$ cat config.mk
export PLATFORM = sky130hd
export DESIGN_NAME = pwm_ctl_mc
export DESIGN_NICKNAME = d
export VERILOG_FILES = /design/src/rtl/pwm_ctl_mc.sv
export SDC_FILE = /design/constraint.sdc
export NUM_CORES = 1
export LEC_CHECK = 0
export CORE_MARGIN = 5
export CORE_UTILIZATION = 49
export CTS_CLUSTER_DIAMETER = 120
export DETAILED_ROUTE_END_ITERATION = 12
export GPL_TIMING_DRIVEN = 1
export HOLD_SLACK_MARGIN = 0.03
export PLACE_DENSITY = 0.74
export SYNTH_ARGS = -nofsm -noshare
export SYNTH_HDL_FRONTEND = slang
export SYNTH_SLANG_ARGS = --single-unit
$ cat constraint.sdc
create_clock -name clk -period 9.4 [get_ports clk]
set_input_delay 2.35 -clock clk [delete_from_list [all_inputs] [get_ports clk]]
set_output_delay 2.35 -clock clk [all_outputs]
set_load 0.03 [all_outputs]
$ cat src/rtl/pwm_ctl_mc.sv
// Multi-channel PWM off-time controller: a shared update pipeline that turns a
// signed error sum into a limited step applied to one channel's clamped off-time.
module pwm_ctl_mc #(
    parameter int NCH        = 4,
    parameter int CNT_WIDTH  = 18,
    parameter int SUM_WIDTH  = 37,
    parameter int SHIFT      = 10,
    parameter int MAX_STEP   = 64,
    parameter int SS_STEP    = 2,
    parameter int START_OFF  = 100,
    parameter int MIN_OFF    = 1,
    parameter int TOTAL_TIME = 400,
    localparam int CW        = (NCH > 1) ? $clog2(NCH) : 1
) (
    input  logic                     clk,
    input  logic                     rst,
    input  logic                     upd_valid,
    input  logic [CW-1:0]            upd_ch,
    input  logic [SUM_WIDTH-1:0]     sum,
    output logic                     upd_ready,
    input  logic [NCH-1:0]           act_ctl,
    output logic [NCH*CNT_WIDTH-1:0] off_div,
    output logic                     done_valid,
    output logic [CW-1:0]            done_ch,
    output logic                     err,
    output logic [NCH-1:0]           ss_active
);

    localparam int MW = SUM_WIDTH - 1;
    localparam int RW = CNT_WIDTH + 2;

    localparam logic [CW:0]               L_NCH    = (CW+1)'(NCH);
    localparam logic [MW-1:0]             L_SS     = MW'(SS_STEP);
    localparam logic [MW-1:0]             L_MAX    = MW'(MAX_STEP);
    localparam logic [CNT_WIDTH-1:0]      L_START  = CNT_WIDTH'(START_OFF);
    localparam logic signed [RW-1:0]      L_MIN    = RW'(MIN_OFF);
    localparam logic signed [RW-1:0]      L_TOT    = RW'(TOTAL_TIME);

    typedef enum logic [1:0] {S_IDLE, S_CALC, S_CLAMP, S_WRITE} state_t;

    state_t                       r_state;
    state_t                       w_state_nxt;
    logic [CNT_WIDTH-1:0]         r_off [NCH];
    logic [NCH-1:0]               r_ss;
    logic                         r_done_valid;
    logic [CW-1:0]                r_done_ch;
    logic                         r_err;

    logic [CW-1:0]                r_ch_p0;
    logic signed [SUM_WIDTH-1:0]  r_sum_p0;
    logic signed [RW-1:0]         r_raw_p1;
    logic                         r_ssclr_p1;
    logic [CNT_WIDTH-1:0]         r_new_p2;

    logic                         w_acc;
    logic                         w_bad;
    logic [MW-1:0]                w_mag;
    logic [MW-1:0]                w_lim;
    logic [MW-1:0]                w_step;
    logic signed [RW-1:0]         w_step_s;
    logic signed [RW-1:0]         w_cur;
    logic signed [RW-1:0]         w_raw;

    // |v| in MW bits; the most-negative value has no positive twin and saturates.
    function automatic logic [MW-1:0] f_abs_sat(input logic signed [SUM_WIDTH-1:0] v);
        if (v[SUM_WIDTH-1] && (v[MW-1:0] == '0))
            return '1;
        else if (v[SUM_WIDTH-1])
            return MW'(-v);
        else
            return MW'(v);
    endfunction

    function automatic logic [CNT_WIDTH-1:0] f_clamp(input logic signed [RW-1:0] v);
        if (v < L_MIN)
            return CNT_WIDTH'(MIN_OFF);
        else if (v >= L_TOT)
            return CNT_WIDTH'(TOTAL_TIME - 1);
        else
            return CNT_WIDTH'(v);
    endfunction

    assign upd_ready  = (r_state == S_IDLE);
    assign w_acc      = upd_valid && upd_ready;
    assign w_bad      = ({1'b0, upd_ch} >= L_NCH);
    assign done_valid = r_done_valid;
    assign done_ch    = r_done_ch;
    assign err        = r_err;
    assign ss_active  = r_ss;

    genvar g;
    generate
        for (g = 0; g < NCH; g++) begin : g_out
            assign off_div[g*CNT_WIDTH +: CNT_WIDTH] = r_off[g];
        end
    endgenerate

    always_comb begin
        w_state_nxt = r_state;
        case (r_state)
            S_IDLE:  if (w_acc && !w_bad) w_state_nxt = S_CALC;
            S_CALC:  w_state_nxt = S_CLAMP;
            S_CLAMP: w_state_nxt = S_WRITE;
            S_WRITE: w_state_nxt = S_IDLE;
            default: w_state_nxt = S_IDLE;
        endcase
    end

    always_comb begin
        w_mag    = f_abs_sat(r_sum_p0) >> SHIFT;
        w_lim    = r_ss[r_ch_p0] ? L_SS : L_MAX;
        w_step   = (w_mag < w_lim) ? w_mag : w_lim;
        w_step_s = RW'(w_step);
        w_cur    = $signed({2'b00, r_off[r_ch_p0]});
        w_raw    = r_sum_p0[SUM_WIDTH-1] ? (w_cur - w_step_s) : (w_cur + w_step_s);
    end

    // p0: request capture
    always_ff @(posedge clk) begin
        if (w_acc && !w_bad) begin
            r_ch_p0  <= upd_ch;
            r_sum_p0 <= $signed(sum);
        end
    end

    // p1: step applied, p2: clamped result
    always_ff @(posedge clk) begin
        if (r_state == S_CALC) begin
            r_raw_p1   <= w_raw;
            r_ssclr_p1 <= (w_mag < L_SS);
        end
        if (r_state == S_CLAMP)
            r_new_p2 <= f_clamp(r_raw_p1);
    end

    always_ff @(posedge clk or posedge rst) begin
        if (rst) begin
            r_state      <= S_IDLE;
            r_ss         <= '1;
            r_done_valid <= 1'b0;
            r_done_ch    <= '0;
            r_err        <= 1'b0;
            for (int k = 0; k < NCH; k++)
                r_off[k] <= L_START;
        end else begin
            r_state      <= w_state_nxt;
            r_err        <= w_acc && w_bad;
            r_done_valid <= (r_state == S_WRITE);
            if (r_state == S_WRITE)
                r_done_ch <= r_ch_p0;
            // A reload on act_ctl wins over a coincident write to the same channel.
            for (int k = 0; k < NCH; k++) begin
                if (act_ctl[k]) begin
                    r_off[k] <= L_START;
                    r_ss[k]  <= 1'b1;
                end else if ((r_state == S_WRITE) && (r_ch_p0 == CW'(k))) begin
                    r_off[k] <= r_new_p2;
                    if (r_ssclr_p1)
                        r_ss[k] <= 1'b0;
                end
            end
        end
    end

endmodule

* Word level (Yosys, flattened, before mapping) *
Index checks and enable logic that the tools add are counted.

word-level totals
  flip-flop bits (word level) = 159
  output and inout port bits = 81
  logic and storage cells = 86

operators by class
  add/subtract/negate cells = 3
  order comparisons = 6
  eq/ne operators = 7
  muxes and demuxes = 30
  bitwise logic cells = 1
  reductions and logical operators = 22

operator list
  cell                    count
  $mux W18                10
  $mux W36                2
  $mux W20                2
  $bmux W18 S2            1
  $logic_not A36 Y1       1
  $neg A36 Y36            1
  $lt A26 B2 Y1 const B   1
  $lt A26 B7 Y1           1
  $add A19 B20 Y20        1
  $ge A20 B10 Y1 const B  1
  $lt A20 B2 Y1 const B   1
  $sub A19 B20 Y20        1
  $reduce_bool A2 Y1      8
  $mux W1                 10
  $mux W9                 1
  $eq A2 B2 Y1 const B    4
  $pmux W2 S4             1
  $reduce_and A2 Y1       4
  $mux W7                 1
  $logic_and A1 B1 Y1     6
  $eq A2 B1 Y1 const B    2
  $logic_not A2 Y1        2
  $ge A3 B3 Y1 const B    1
  $lt A2 B3 Y1 const B    1
  other kinds (5)         5

* Depth between registers and ports, before layout *
  depth in word-level cells = 7
  mapped depth = 29

* Worst setup path before layout *
OpenSTA, ideal clock, no wires.

  path kind = register to register
  start point = reg r_sum_p0[13]
  end point = reg r_raw_p1[18], data pin
  library setup time = 0.257 ns
  arrival = 5.663 ns
  required time = 9.143 ns
  setup slack = 3.480 ns
  cell stages (with the launch flop) = 27
  path buffers = 4
  clock period less this slack = 5.920 ns
  cell sequence = edfxtp_1 -> buf_6 -> or4_4 -> buf_6 -> nor3_4 -> a21oi_1 -> or4_1 -> o41ai_2 -> and4_1 -> buf_6 -> a21oi_1 -> a21oi_1 -> ha_1 -> buf_6 -> inv_1 -> or3_2 -> a22oi_1 -> a32oi_1 -> ha_1 -> o21a_1 -> o31a_1 -> o211ai_1 -> a311oi_1 -> o21a_1 -> o21a_1 -> o41a_1 -> xor2_1

on the way
  longest elaborated chain between the ends = 7
  elaborated cells on any way between the ends = 10
  classes of those cells = add/sub (3); order compare (1); mux (4); reduce/logical (2)

RTL lines
  item                                                         RTL line  text
  start, declared                                              50        logic signed [SUM_WIDTH-1:0] r_sum_p0;
  start signal, assigned                                       122       r_sum_p0 <= $signed(sum);
  $neg A36 Y36 / $logic_not A36 Y1 (equally long branches)     69, 66
  $mux W36 / $logic_and A1 B1 Y1 (equally long branches)       68, 66
  $mux W36 (*)                                                 66        if (v[SUM_WIDTH-1] && (v[MW-1:0] == '0))
  $lt A26 B7 Y1                                                112       w_step = (w_mag < w_lim) ? w_mag : w_lim;
  $mux W20 (*)                                                 112
  $add A19 B20 Y20 / $sub A19 B20 Y20 (equally long branches)  115       w_raw = r_sum_p0[SUM_WIDTH-1] ? (w_cur - w_step_s) : (w_cur + w_step_s);
  $mux W20 (*)                                                 115
  named net w_raw[18]                                          62        logic signed [RW-1:0] w_raw;
  end signal, assigned                                         129       r_raw_p1 <= w_raw;
  end, declared                                                51        logic signed [RW-1:0] r_raw_p1;

The timed path passes the listed nets; every way through them passes the cells marked *.
A chain may end at the register's enable or synchronous reset.

* Final worst setup path *
  start point = reg r_sum_p0[4]
  end point = reg r_raw_p1[18], data pin

Same word-level chain as after synthesis.

==> results.md <==
* Gr ovfl total at 0
* CTS tree: done
* CP Max Fanout at 12
* Worst endpoint data arrival time at ~7.2 ns
* ANT nets after route at 0
* Max-slew headroom at 25.4%
* Vias per cell at approximately 6.3
* Wire length on met1 at between 9000 and 10,000 µm
* Mapped cell area at roughly 0.0083 mm²
* Peak supply drop at around 0.23 mV
* Detailed Place HPWL at around 17,000 µm
* Root Driver: clkbuf_16
* Max Cap Viol at 0
* H-Tree Depth at 4
* Nets at 877
* IO Port Bufs at ~130
* Synth Area per Inst at about 12 µm²
* Vias in the first global route at around 6,600
* Iteration-0 DRC count of the detailed router at between 400 and 500
* Synth Flop Type: edfxtp_1
* # diodes at 0
* Fin Setup TNS at 0 ns
* Total Wirelength at 23,500 µm
* Fin crit period at between 7 and 8 ns
* Final period util at approximately three quarters
* Slew Viols, Final at 0
* Startpoint types: flop
* Placer Congestion at about 0.94
* Endpoints failing setup at 0
* # DRC at 0
* Post-CTS Hold Buffers at 0
* Power per Cell Area at between 200 and 250 mW/mm²
* First-pass GRT wire length at roughly 37,000 µm
* IO Pins at around 130
* Slew @ Worst Pin at between 1 and 1.5 ns
* Clock-pin transition on the worst setup and hold timing paths at 0.07 ns
* Maximum clock rate at about 140 MHz
* P_leak at 4.04 nW
* Initial Util at 49.9%
* Area grow syn2layout at 25.3%
* Avg WL per Cell at 22.6 µm
* Chip height at ~140 µm
* Met3 WL at roughly 2100 µm
* Final core occ at 62.6%
* Top Metal Used: met4
* Fin cells at between 1,000 and 1,500
* CTS Buf Count at 17
* Clock Tree Buf Depth at 2
* Routed vias at about 6,500
* Nature of the critical path endpoint: flop
* Yosys reg bits at between 150 and 200
* Die X at 140 µm
* Layout Skew at 0.00832 ns
* Netlist cell types at 77
* Min-Delay Path Class: flop to flop
* # Post-CTS Setup Buffers at 0
* Clk_lat worst skew at around 0.42 ns
* Final Hold Vio Count at 0
* Async SR Flop Fraction at roughly half
* Number of synthesized flops with an enable pin at 78
* Mapped Cells at 672
* Yosys Warn Count at 0
* Antenna violations before repair at 0
* Status: completed
* Post-CTS Resized at 0
* Critical path class: flop to flop
* Core Area at around 0.017 mm²
* Layout cell share with drive strength beyond 1 at around 15%
* Worst Path Required at around 9.6 ns
* Total clock sinks at 159
* DR WL met2 at ~11,000 µm
* Inst Count DP at roughly 1,000
* Seq/Total Area, Yosys at between 50% and 60%
* FP Rows at between 40 and 50
* Largest net degree at the start of global routing at between 80 and 90
* Drt first pass iters at 5
* Die area at a little under 0.02 mm²
* RSZ-0062 raised after global routing: no
* GRT Overall Usage at a little under a quarter
[worst paths after layout]
path,endpoint,cells after the start,from,slack [ns]
setup reg to reg,r_raw_p1[18],25,r_sum_p0[4],2.34
hold / removal,done_ch[0],1,done_ch[0],0.52
min in group asynchronous,off_div[52],3,rst,2.55
setup / recovery,r_raw_p1[18],25,r_sum_p0[4],2.34
max in group asynchronous,off_div[67],3,rst,6.19
hold reg to reg,done_ch[0],1,done_ch[0],0.52
[routing by layer]
layer / up-vias / GRT usage (%)
met3: 26 / 7.68
li1: 2909 / -
met2: 310 / 38.4
met5: - / 0
met1: 3282 / 32.1
met4: 0 / 4.95
[per-stage QoR]
stage	worst slack [ns]	instance area (µm²)	hold slack (ns)	power (W)
2_1_floorplan	3.48	8280	0.433	0.00149
3_3_place_gp	2.86	9710	0.485	0.00173
3_5_place_dp	2.44	9710	0.480	0.00175
4_1_cts	2.44	10300	0.508	0.00248
5_1_grt	1.85	10300	0.528	0.00259
6_report	2.34	10300	0.517	0.00247
[placed cells by master (no fill, tap or decap), types with 4 or more instances in the layout]
cell,instances
a21o_1,4
a21oi_1,28
a221o_2,5
a22o_1,61
a31oi_1,8
a41o_2,6
and2_1,5
and3_1,9
and3_2,4
buf_4,11
clkbuf_16,18
clkdlybuf4s50_1,125
conb_1,10
dfrtp_1,65
dfstp_2,16
edfxtp_1,78
ha_1,24
inv_1,26
inv_6,4
mux2i_1,4
mux4_2,19
nand2_1,21
nand2b_1,7
nand3_1,10
nor2_1,42
nor2b_1,4
nor3_1,29
nor4_1,16
o21a_1,13
o21ai_0,15
o22a_1,12
or2_2,8
or3_1,8
or4_1,7
xnor2_1,16
xor2_1,6
[state kept, by name, summed over array words and instances (netlist names)]
signal      flops
off_div        72
r_sum_p0       37
r_raw_p1       20
r_new_p2       18
ss_active       4
done_ch         2
r_ch_p0         2
r_state         2
done_valid      1
r_ssclr_p1      1
[cell usage after synthesis (7+ instances only)]
library cell | instances | share of area [%]
o21a_1 | 13 | 1.2
or4_1 | 7 | 0.64
nand2_1 | 21 | 0.96
nand2b_1 | 7 | 0.53
and3_1 | 9 | 0.68
dfrtp_1 | 65 | 20
a31oi_1 | 9 | 0.68
ha_1 | 24 | 3.6
or3_1 | 8 | 0.61
or2_2 | 8 | 0.61
a22o_1 | 61 | 6.5
nor3_1 | 29 | 1.8
inv_1 | 27 | 1.2
nor2_1 | 42 | 1.9
nand3_1 | 10 | 0.61
o22a_1 | 12 | 1.3
edfxtp_1 | 78 | 28
o21ai_0 | 15 | 0.91
dfstp_2 | 16 | 5.1
clkbuf_1 | 14 | 0.64
mux4_2 | 19 | 5.2
a21oi_1 | 28 | 1.7
xnor2_1 | 16 | 1.7
nor4_1 | 16 | 1.2
[where the power goes]
group          internal (W)  total (W)  switching (W)  leakage, nW
Clock              0.000425   0.000727       0.000301        0.311
Combinational      0.000279   0.000701       0.000422         1.94
Sequential         0.000920    0.00104       0.000124         1.79
Total               0.00162    0.00247       0.000847         4.04
[cell families after synthesis]
group                    share of synthesized area (%)
AND/OR/NAND/NOR                                   12.5
other                                           0.0455
XOR/XNOR                                          2.34
AO/OA/AOI/OAI                                     18.7
flip-flops                                        53.2
adder cells (fa/ha/maj)                           3.88
multiplexers                                      5.81
buffers and inverters                             3.55
[cell type report]
cell class / count / area (µm²)
repair buffers: 136 / 1330
inverters: 27 / 101
clock inverters: 13 / 164
clock buffers: 19 / 464
multi-input cells: 465 / 3610
flip-flops and latches: 159 / 4390
well taps: 220 / 275
fillers: 1234 / 6190
[worst max-delay path, stage by stage (launching register included)]
cell and delay, ns:
edfxtp_1 0.37, nor4_1 0.56, nand3_1 0.51, o31ai_1 0.40, xor2_1 0.16, and2_1 0.18
inv_1 0.09, ha_1 0.22, nor3_1 0.25, a21o_1 0.36, a21oi_1 0.21, a21oi_1 0.24
ha_1 0.35, inv_1 0.16, or3_2 0.45, a22oi_1 0.23, a32oi_1 0.09, ha_1 0.37
o21a_1 0.19, o31a_1 0.13, o211ai_1 0.25, a311oi_1 0.15, o21a_1 0.21, o21a_1 0.19
o41a_1 0.34, xor2_1 0.16
(Power assumes the default switching activity.)
